`config.mk`:
```
export PLATFORM = sky130hd
export DESIGN_NAME = mpu_clock_ctrl_flat
export DESIGN_NICKNAME = d
export VERILOG_FILES = /design/src/rtl/mpu_clock_ctrl_if.sv /design/src/rtl/mpu_clock_ctrl.sv /design/src/flat_wrapper.sv
export SDC_FILE = /design/constraint.sdc
export NUM_CORES = 1
export LEC_CHECK = 0
export ABC_CLOCK_PERIOD_IN_PS = 2800
export BUFFER_PORTS_ARGS = -buffer_cell sky130_fd_sc_hd__buf_4
export CAP_MARGIN = 20
export CORE_UTILIZATION = 55
export CTS_CLUSTER_DIAMETER = 80
export DETAILED_ROUTE_END_ITERATION = 10
export PLACE_DENSITY = 0.75
export SETUP_SLACK_MARGIN = 0.2
export SYNTH_ARGS = -nofsm -noshare
export SYNTH_HDL_FRONTEND = slang
export SYNTH_SLANG_ARGS = --single-unit
```
`constraint.sdc`:
```
create_clock -name clk -period 2.8 [get_ports clk]
set_clock_uncertainty 0.2 [all_clocks]
set_input_delay 0.56 -clock clk [delete_from_list [all_inputs] [get_ports clk]]
set_output_delay 0.56 -clock clk [all_outputs]
set_load 0.05 [all_outputs]
```
`src/rtl/mpu_clock_ctrl_if.sv`:
```
// Signal bundle between the MPU clock controller and its surroundings.
// The run, halt and step controls go into the controller. The phase clock,
// its edge strobes and the status signals come back out.
interface mpu_clock_ctrl_if #(
    parameter int CNT_W = 16
);
    logic             run_mode;
    logic             halt_req;
    logic             step_press;
    logic             mpu_clk;
    logic             phi_fall;
    logic             phi_rise;
    logic             halted;
    logic [CNT_W-1:0] cycle_count;

    modport master (
        output run_mode, halt_req, step_press,
        input  mpu_clk, phi_fall, phi_rise, halted, cycle_count
    );

    modport slave (
        input  run_mode, halt_req, step_press,
        output mpu_clk, phi_fall, phi_rise, halted, cycle_count
    );
endinterface

```
`src/rtl/mpu_clock_ctrl.sv`:
```
// MPU phase-clock generator with free-run, halt and debounced single-step.
// mpu_clk idles high. Each phase lasts HALF_PERIOD clk cycles, and a halt
// only ever takes effect at the end of a complete high phase.
module mpu_clock_ctrl #(
    parameter int HALF_PERIOD = 25,
    parameter int DB_CYCLES   = 500000,
    parameter int CNT_W       = 16
) (
    input  logic            clk,
    input  logic            rst_n,
    mpu_clock_ctrl_if.slave bus
);

    localparam int PH_W = (HALF_PERIOD > 1) ? $clog2(HALF_PERIOD) : 1;
    localparam int DB_W = (DB_CYCLES > 1) ? $clog2(DB_CYCLES + 1) : 1;

    typedef enum logic [1:0] {
        HALTED    = 2'd0,
        RUN       = 2'd1,
        STEP_PRE  = 2'd2,
        STEP_POST = 2'd3
    } state_t;

    state_t           state;
    state_t           state_next;
    logic [PH_W-1:0]  ph_cnt;
    logic [PH_W-1:0]  ph_cnt_next;
    logic             mpu_clk_q;
    logic             mpu_clk_next;
    logic             phi_fall_q;
    logic             phi_fall_next;
    logic             phi_rise_q;
    logic             phi_rise_next;
    logic [CNT_W-1:0] count_q;
    logic [CNT_W-1:0] count_next;

    logic             sync_meta;
    logic             sync_q;
    logic             db_level;
    logic             db_prev;
    logic [DB_W-1:0]  db_cnt;
    logic             step_evt;
    logic             terminal;
    logic             run_ok;

    // Synchronise the raw push-button and debounce it into a stable level.
    always_ff @(posedge clk or negedge rst_n) begin
        if (!rst_n) begin
            sync_meta <= 1'b0;
            sync_q    <= 1'b0;
            db_level  <= 1'b0;
            db_prev   <= 1'b0;
            db_cnt    <= '0;
        end else begin
            sync_meta <= bus.step_press;
            sync_q    <= sync_meta;
            db_prev   <= db_level;
            if (sync_q == db_level) begin
                db_cnt <= '0;
            end else if (db_cnt == DB_W'(DB_CYCLES - 1)) begin
                db_level <= sync_q;
                db_cnt   <= '0;
            end else begin
                db_cnt <= db_cnt + DB_W'(1);
            end
        end
    end

    // A step is the single clk where the debounced level has just gone high.
    // It acts only in HALTED. Any other state ignores it, so it is dropped.
    assign step_evt = db_level & ~db_prev;
    assign run_ok   = bus.run_mode & ~bus.halt_req;
    assign terminal = (state != HALTED) && (ph_cnt == PH_W'(HALF_PERIOD - 1));

    // Next-state logic: phases toggle only on terminal edges. A halt is
    // honoured only at the end of a high phase, so no phase is ever shortened.
    always_comb begin
        state_next    = state;
        mpu_clk_next  = mpu_clk_q;
        phi_fall_next = 1'b0;
        phi_rise_next = 1'b0;
        count_next    = count_q;

        if (state == HALTED || terminal) begin
            ph_cnt_next = '0;
        end else begin
            ph_cnt_next = ph_cnt + PH_W'(1);
        end

        case (state)
            HALTED: begin
                mpu_clk_next = 1'b1;
                if (run_ok) begin
                    state_next = RUN;
                end else if (step_evt) begin
                    state_next = STEP_PRE;
                end
            end
            RUN: begin
                if (terminal) begin
                    if (mpu_clk_q && !run_ok) begin
                        state_next = HALTED;
                    end else if (mpu_clk_q) begin
                        mpu_clk_next  = 1'b0;
                        phi_fall_next = 1'b1;
                        count_next    = count_q + CNT_W'(1);
                    end else begin
                        mpu_clk_next  = 1'b1;
                        phi_rise_next = 1'b1;
                    end
                end
            end
            STEP_PRE: begin
                if (terminal) begin
                    mpu_clk_next  = 1'b0;
                    phi_fall_next = 1'b1;
                    count_next    = count_q + CNT_W'(1);
                    state_next    = STEP_POST;
                end
            end
            STEP_POST: begin
                if (terminal) begin
                    if (!mpu_clk_q) begin
                        mpu_clk_next  = 1'b1;
                        phi_rise_next = 1'b1;
                    end else begin
                        state_next = HALTED;
                    end
                end
            end
            default: begin
                state_next   = HALTED;
                mpu_clk_next = 1'b1;
            end
        endcase
    end

    // State, phase counter and registered outputs. Reset snaps mpu_clk high.
    always_ff @(posedge clk or negedge rst_n) begin
        if (!rst_n) begin
            state      <= HALTED;
            ph_cnt     <= '0;
            mpu_clk_q  <= 1'b1;
            phi_fall_q <= 1'b0;
            phi_rise_q <= 1'b0;
            count_q    <= '0;
        end else begin
            state      <= state_next;
            ph_cnt     <= ph_cnt_next;
            mpu_clk_q  <= mpu_clk_next;
            phi_fall_q <= phi_fall_next;
            phi_rise_q <= phi_rise_next;
            count_q    <= count_next;
        end
    end

    assign bus.mpu_clk     = mpu_clk_q;
    assign bus.phi_fall    = phi_fall_q;
    assign bus.phi_rise    = phi_rise_q;
    assign bus.halted      = (state == HALTED);
    assign bus.cycle_count = count_q;

endmodule

```
`src/flat_wrapper.sv`:
```
// flat-port wrapper written by rule: the top's interface ports become plain ports
module mpu_clock_ctrl_flat 
#(
    parameter int HALF_PERIOD = 25,
    parameter int DB_CYCLES   = 500000,
    parameter int CNT_W       = 16
)
  (clk, rst_n, bus_run_mode, bus_halt_req, bus_step_press, bus_mpu_clk, bus_phi_fall, bus_phi_rise, bus_halted, bus_cycle_count);
  mpu_clock_ctrl_if #(.CNT_W(CNT_W)) bus_i ();
  input  logic clk;
  input  logic rst_n;
  input wire logic [$bits(bus_i.run_mode)-1:0] bus_run_mode;
  input wire logic [$bits(bus_i.halt_req)-1:0] bus_halt_req;
  input wire logic [$bits(bus_i.step_press)-1:0] bus_step_press;
  output wire logic [$bits(bus_i.mpu_clk)-1:0] bus_mpu_clk;
  output wire logic [$bits(bus_i.phi_fall)-1:0] bus_phi_fall;
  output wire logic [$bits(bus_i.phi_rise)-1:0] bus_phi_rise;
  output wire logic [$bits(bus_i.halted)-1:0] bus_halted;
  output wire logic [$bits(bus_i.cycle_count)-1:0] bus_cycle_count;
  assign bus_i.run_mode = bus_run_mode;
  assign bus_i.halt_req = bus_halt_req;
  assign bus_i.step_press = bus_step_press;
  assign bus_mpu_clk = bus_i.mpu_clk;
  assign bus_phi_fall = bus_i.phi_fall;
  assign bus_phi_rise = bus_i.phi_rise;
  assign bus_halted = bus_i.halted;
  assign bus_cycle_count = bus_i.cycle_count;
  mpu_clock_ctrl #(.HALF_PERIOD(HALF_PERIOD), .DB_CYCLES(DB_CYCLES), .CNT_W(CNT_W)) u_core (.clk(clk), .rst_n(rst_n), .bus(bus_i));
endmodule
```
==> qor.yml, run 1 <==
power:
  finalPower_mw: 2.20
  switchingPower_mw: 0.812
  power_frac_clock_pct: 23.5
  combPwrFrac_pct: 36.0
  internal_power_mw: 1.39
  peakVddDrop_uv: 352
  swShare_pct: 36.9
  p_leak_nw: 1.21
  seqPwrFrac_pct: 40.6
  powerDensity_nw_per_um2: 793
global_routing:
  grt_overflow: 0
  grt_first_pass_wirelength_um: 7260
  first_global_vias: 1699
  grt_start_max_net_pins: 50
  grtUsageTotal_pct: 21.4
  antenna_found_initial: 0
worst_setup_path:
  r2r_cells: 4
  r2r-start: "u_core.db_cnt[11]"
  regToRegEndpoint: "u_core.db_cnt[12]"
  cp_max_fo: 18
  arrival_ns: 2.33
  path_cells: "or4_1, or4_4, o21ai_4, nor2_1"
  required_ns: 2.77
  critical_path_class: "flip-flop to flip-flop"
  reg2reg_slack_ns: 0.43
  crit_path_start_kind: "flip-flop"
  endpoint_kind: "flip-flop"
  max_stage_delay_ns: 0.55
  crit_slowest_cell: "or4_4"
drt:
  viasPerCell: 5.56
  drt_wl_total_um: 4280
  first_iter_violations: 99
  dr.pass1.iters: 4
  dr_total_vias: 1729
  drc: 0
  drt-wirelength-per-cell_um: 13.7
  postRouteAntennaNets: 0
timing:
  hold_ws_ns: 0.0498
  setup_ws_ns: 0.434
  slew_headroom_pct: 60.7
  tns_ns: 0
  worst_slew_pin_slew_ns: 0.590
  slew_violations: 0
  rsz0062_at_grt: "no"
  finalCriticalPeriod_ns: 2.37
  max_freq_mhz: 423
  finalHoldViolCount: 0
  setup_viol: 0
  timing.final.crit_share_pct: 84.5
cts:
  h-tree-depth: 2
  cts_tree: "yes"
  cts_buffers: 5
  postCtsHoldBufs: 0
  clkTransAtPathRegs_ns: 0.09
  clk_latency_ns: 0.30
  cts_setup_buffers: 0
  clockBufferDepth: 2
  clockRootBuffer: "clkbuf_8"
  cts_resized: 0
  cts_sinks: 49
synthesis:
  synth_edf_count: 0
  synth_seq_area_share_pct: 51.2
  netlist.top_cell.by_area: "dfrtp_1"
  synthFlopType: "dfrtp_1"
  ys_seq_elements: 49
  synth-async-reset-ratio_pct: 100
  synth_top_area_share_pct: 50.1
  yosys_warnings: 0
  ys_types: 42
  syn-num-nets: 242
  synthCells: 228
  synth.avg_cell_area_um2: 10.5
  syn_area_um2: 2400
  synthTopCellsByArea: "dfrtp_1, xnor2_1, ha_1, nand3_1, nor2_1"
die:
  start_util_pct: 58.7
  core.rowCount: 23
  die-width_um: 68.0
  die_area_um2: 4630
  ioPinCount: 25
  die_y_um: 68.0
  core_um2: 4090
outcome:
  outcome: "complete, no violations"
placement:
  hpwlAfterDp_um: 2980
  port_buffers: 24
  gp_congestion: 0.798
  place_ws_ns: 0.423
finish:
  n_antenna_cell: 0
  drive_gt1_share_pct: 18.4
  fin_util_pct: 67.9
  nets: 274
  syn2layout_area_growth_pct: 15.7
hold_path:
  timing.hold.worst.class: "input port to async pin"
run:
  maxCapViolCount: 0
-- logic make-up after synthesis --
kind of cell,Yosys count,share of synthesized area (%)
xor gates and xnor gates,33,12.0
buffers and inverters,15,2.71
DFF,49,51.2
muxes,5,2.19
AOI/OAI and AO/OA,18,5.22
adders and majority gates,9,4.69
and+or+nand+nor,99,22.0
-- area by class of cell --
type                       instances  area, um^2
tap                               50        62.6
multi-input combinational        164        1110
clock buffer                       6        82.6
fill                             313        1310
sequential                        49        1230
clock inverter                     2        37.5
inverter                          11        41.3
timing repair buffer              29         218
-- how the worst max path moves through the flow --
stage                        from                    endpoint  slack (ns)
3_5_place_dp    u_core.db_cnt[11]           u_core.db_cnt[14]        0.42
6_report        u_core.db_cnt[11]           u_core.db_cnt[12]        0.43
3_3_place_gp    u_core.db_cnt[11]            u_core.db_cnt[2]        0.48
4_1_cts         u_core.db_cnt[11]           u_core.db_cnt[12]        0.42
2_1_floorplan  u_core.bus.mpu_clk  u_core.bus.cycle_count[11]        0.58
5_1_grt         u_core.db_cnt[11]            u_core.db_cnt[9]        0.34
-- synthesized netlist by cell type, types with 2 or more instances --
master	n
and2_1	2
mux2_2	2
o21ai_0	4
dfrtp_1	48
nand3_1	21
or4_1	2
or3_1	2
clkbuf_1	2
nand2_1	11
and3_1	4
nor2_1	27
mux2i_1	3
or3b_2	2
nor3_1	5
nor4_1	5
nand4_1	8
xnor2_1	29
xor2_1	4
a21oi_1	5
or2_2	2
ha_1	9
inv_1	11
-- worst max-delay path, delay by kind of cell, from the launching register on --
family,cells,cell delay [ns]
DFF,1,0.44
AOI/OAI and AO/OA,1,0.41
and+or+nand+nor,3,1.19
-- sequential cells by signal, indices dropped and copies added (netlist names) --
signal	flops
u_core.bus.mpu_clk	1
u_core.sync_q	1
u_core.db_cnt	19
u_core.state	2
u_core.ph_cnt	5
u_core.sync_meta	1
u_core.bus.phi_rise	1
u_core.bus.phi_fall	1
u_core.db_prev	1
u_core.bus.cycle_count	16
u_core.db_level	1
-- through the flow --
stage                     cell area [um^2]  cells
after detailed placement              2660    303
after floorplan                       2400    228
after global routing                  2780    311
final                                 2780    311
after CTS                             2780    311
after global placement                2660    303
-- cell usage in the layout (no fill, tap or decap), types with 2 or more instances in the layout --
cell,n
dfrtp_1,48
mux2i_1,3
a21oi_1,5
buf_4,29
inv_1,11
nor3_1,5
nor2_1,27
and3_1,4
nand2_1,11
ha_1,9
xor2_1,4
mux2_2,2
or3b_2,2
nand3_1,21
or3_1,2
nor4_1,5
or2_2,2
clkbuf_8,6
or4_1,2
and2_1,2
nand4_1,8
o21ai_0,4
xnor2_1,29
-- layer usage --
layer  up-vias  GRT usage (%)  share of wire (%)
met5         -              0                  0
met3         7           5.00                3.8
li1        853              -                  -
met2        28           36.0                 48
met4         0           9.38                1.6
met1       841           25.8                 46
-- power groups by stage --
stage / clock (mW) / combinational [mW] / sequential [mW]
final: 0.516 / 0.792 / 0.893
after global routing: 0.562 / 0.872 / 0.907
after CTS: 0.538 / 0.798 / 0.893
after detailed placement: 0 / 0.792 / 0.907
after global placement: 0 / 0.777 / 0.900
after floorplan: 0 / 0.448 / 1.02
Power figures use the tool's default switching activity.
==> run 2: changes to the inputs <==
--- a/config.mk
+++ b/config.mk
@@ -5,7 +5,7 @@
 export SDC_FILE = /design/constraint.sdc
 export NUM_CORES = 1
 export LEC_CHECK = 0
-export ABC_CLOCK_PERIOD_IN_PS = 2800
+export ABC_CLOCK_PERIOD_IN_PS = 2400
 export BUFFER_PORTS_ARGS = -buffer_cell sky130_fd_sc_hd__buf_4
 export CAP_MARGIN = 20
 export CORE_UTILIZATION = 55
==> constraint.sdc (replaced) <==
create_clock -name clk -period 2.4 [get_ports clk]
set_clock_uncertainty 0.2 [all_clocks]
set_input_delay 0.48 -clock clk [delete_from_list [all_inputs] [get_ports clk]]
set_output_delay 0.48 -clock clk [all_outputs]
set_load 0.05 [all_outputs]
==> run 2 against run 1 <==
Compared with the run above:
- register-to-register slack worse by 0.23 ns
- final area is 3.5% higher
- critical path depth stayed put
- worst setup slack worse by 0.23 ns
- die area stayed put
- count of clock-buffer cells in the layout stayed put
- utilization is 2.4 points higher
- via count is 0.98% higher
- clock power is 18% higher
- non-clock buffer count is 7 higher
- largest power group unchanged
==> qor.yml, run 2 (synthesis results as in run 1) <==
global_routing:
  grt_first_pass_wirelength_um: 7460  # +2.8%
  grtUsageTotal_pct: 22.2  # +0.84 points
  antenna_found_initial: 0  # unchanged
  grt_overflow: 0  # unchanged
  first_global_vias: 1709  # +0.59%
  grt_start_max_net_pins: 50  # unchanged
worst_setup_path:
  critical_path_class: "flip-flop to flip-flop"
  crit_slowest_cell: "or4_4"
  crit_path_start_kind: "flip-flop"
  endpoint_kind: "flip-flop"
  required_ns: 2.39  # -0.38 ns
  arrival_ns: 2.19  # -0.14 ns
  cp_num_buf_inv: 0  # unchanged
  max_stage_delay_ns: 0.57  # +0.02 ns
  path_cells: "or4_1, or4_4, nor2_4, mux2_4"
  cp_max_fo: 2  # -16
  cp_top_family: "simple AND/OR/NAND/NOR gates"
timing:
  slew_headroom_pct: 60.1  # -0.62 points
  worst_slew_pin_slew_ns: 0.599  # +0.00923 ns
  setup_ws_ns: 0.206  # -0.228 ns
  slew_violations: 0  # unchanged
  timing.final.crit_share_pct: 91.4  # +6.9 points
  rsz0062_at_grt: "yes"
  finalHoldViolCount: 0  # unchanged
  max_freq_mhz: 456  # +7.8%
  setup_viol: 0  # unchanged
  finalCriticalPeriod_ns: 2.19  # -0.172 ns
  tns_ns: 0  # unchanged
power:
  internal_power_mw: 1.63  # +18%
  seqPwrFrac_pct: 39.9  # -0.7 points
  switchingPower_mw: 0.972  # +20%
  swShare_pct: 37.3  # +0.39 points
  peakVddDrop_uv: 537  # +52%
  combPwrFrac_pct: 36.8  # +0.8 points
  power_frac_clock_pct: 23.3  # -0.2 points
  finalPower_mw: 2.61  # +18%
  p_leak_nw: 1.26  # +3.5%
  powerDensity_nw_per_um2: 907  # +14%
die:
  die_y_um: 68.0  # unchanged
  start_util_pct: 58.7  # unchanged
  core.rowCount: 23  # unchanged
  core_um2: 4090  # unchanged
  ioPinCount: 25  # unchanged
  die_area_um2: 4630  # unchanged
  die-width_um: 68.0  # unchanged
cts:
  clk_latency_ns: 0.30  # about the same
  cts_buffers: 5  # unchanged
  h-tree-depth: 2  # unchanged
  cts_tree: "yes"
  clockRootBuffer: "clkbuf_8"
  clockBufferDepth: 2  # unchanged
  clkTransAtPathRegs_ns: 0.09  # about the same
  cts_sinks: 49  # unchanged
outcome:
  outcome: "complete, no violations"
finish:
  nets: 281  # +2.6%
  n_antenna_cell: 0  # unchanged
  final_cell_mix: "dfrtp_1, buf_4, xnor2_1, nor2_1, nand3_1"
  final_common_cell: "dfrtp_1"
  largest_reg_flops: 19  # unchanged
  fin_util_pct: 70.3  # +2.4 points
  syn2layout_area_growth_pct: 19.8
  drive_gt1_share_pct: 21.6  # +3.3 points
  largest_register: "u_core.db_cnt"
placement:
  port_buffers: 24  # unchanged
  place_ws_ns: 0.136  # -0.288 ns
  hpwlAfterDp_um: 2970  # -0.45%
  gp_congestion: 0.775  # -2.8%
drt:
  postRouteAntennaNets: 0  # unchanged
  drt_wl_total_um: 4420  # +3.5%
  dr.pass1.iters: 4  # unchanged
  drc: 0  # unchanged
  viasPerCell: 5.49  # -1.2%
  first_iter_violations: 116  # +17%
  drt-wirelength-per-cell_um: 13.9  # +1.2%
  dr_total_vias: 1746  # +0.98%
hold_path:
  timing.hold.worst.class: "input port to flip-flop"
run:
  maxCapViolCount: 0  # unchanged
## run 2: cell count changes in the layout (fill, tap and decap cells not counted)
cell,change
buf_4,+5
buf_12,+1
mux2_4,+1
nor2_4,+1
a2111oi_2,+1
a2111oi_1,-1
dlygate4sd3_1,+1
o32ai_1,-1
o32ai_2,+1
nor4_2,+1
nor4_1,-1
mux2_2,-1
nor2_1,-1
## run 2: worst paths after layout
check                                   from                   to  slack, ns  cells after the start
min                           bus_step_press     u_core.sync_meta       0.09                      1
max reg2reg                u_core.db_cnt[10]      u_core.db_level       0.21                      4
max                        u_core.db_cnt[10]      u_core.db_level       0.21                      4
min in group asynchronous              rst_n  u_core.bus.phi_rise       0.53                      2
max in group asynchronous              rst_n     u_core.db_cnt[2]       1.06                      2
min reg2reg                 u_core.sync_meta        u_core.sync_q       0.16                      0
## run 2: what timing repair did
| action | in CTS | in global routing |
|---|---|---|
| hold buffers | 1 | 0 |
| resized for setup | 1 | 2 |
| pin swaps | 2 | 0 |
| hold endpoints to repair | 38 | 0 |
| endpoints found under the setup margin | 19 | 21 |
| setup buffers | 4 | 0 |
## run 2: layout make-up
type | instances | area, um^2
inverter | 11 | 41.3
fill | 310 | 1210
tap | 50 | 62.6
clock inverter | 2 | 37.5
clock buffer | 6 | 82.6
sequential | 49 | 1230
timing repair buffer | 36 | 285
multi-input combinational | 164 | 1140
## run 2: routing by layer
metal	vias up	share of wire, %	track usage [%]
met5	-	0	0
li1	865	-	-
met2	47	48	33.7
met3	10	4.3	5.50
met1	824	46	28.4
met4	0	2.3	13.5
## run 2: power by group through the flow
stage	combinational (mW)	clock [mW]	sequential [mW]
after floorplan	0.526	0	1.19
after global placement	0.915	0	1.05
after detailed placement	0.931	0	1.05
after CTS	0.945	0.628	1.04
after global routing	1.05	0.658	1.06
final	0.959	0.608	1.04
## run 2: stage by stage
step	instance area [um^2]	hold slack [ns]	std cells
after floorplan	2410	-0.0156	228
after global placement	2690	0.138	305
after detailed placement	2690	0.137	305
after CTS	2860	0.0745	318
after global routing	2870	0.0776	318
final	2870	0.0872	318
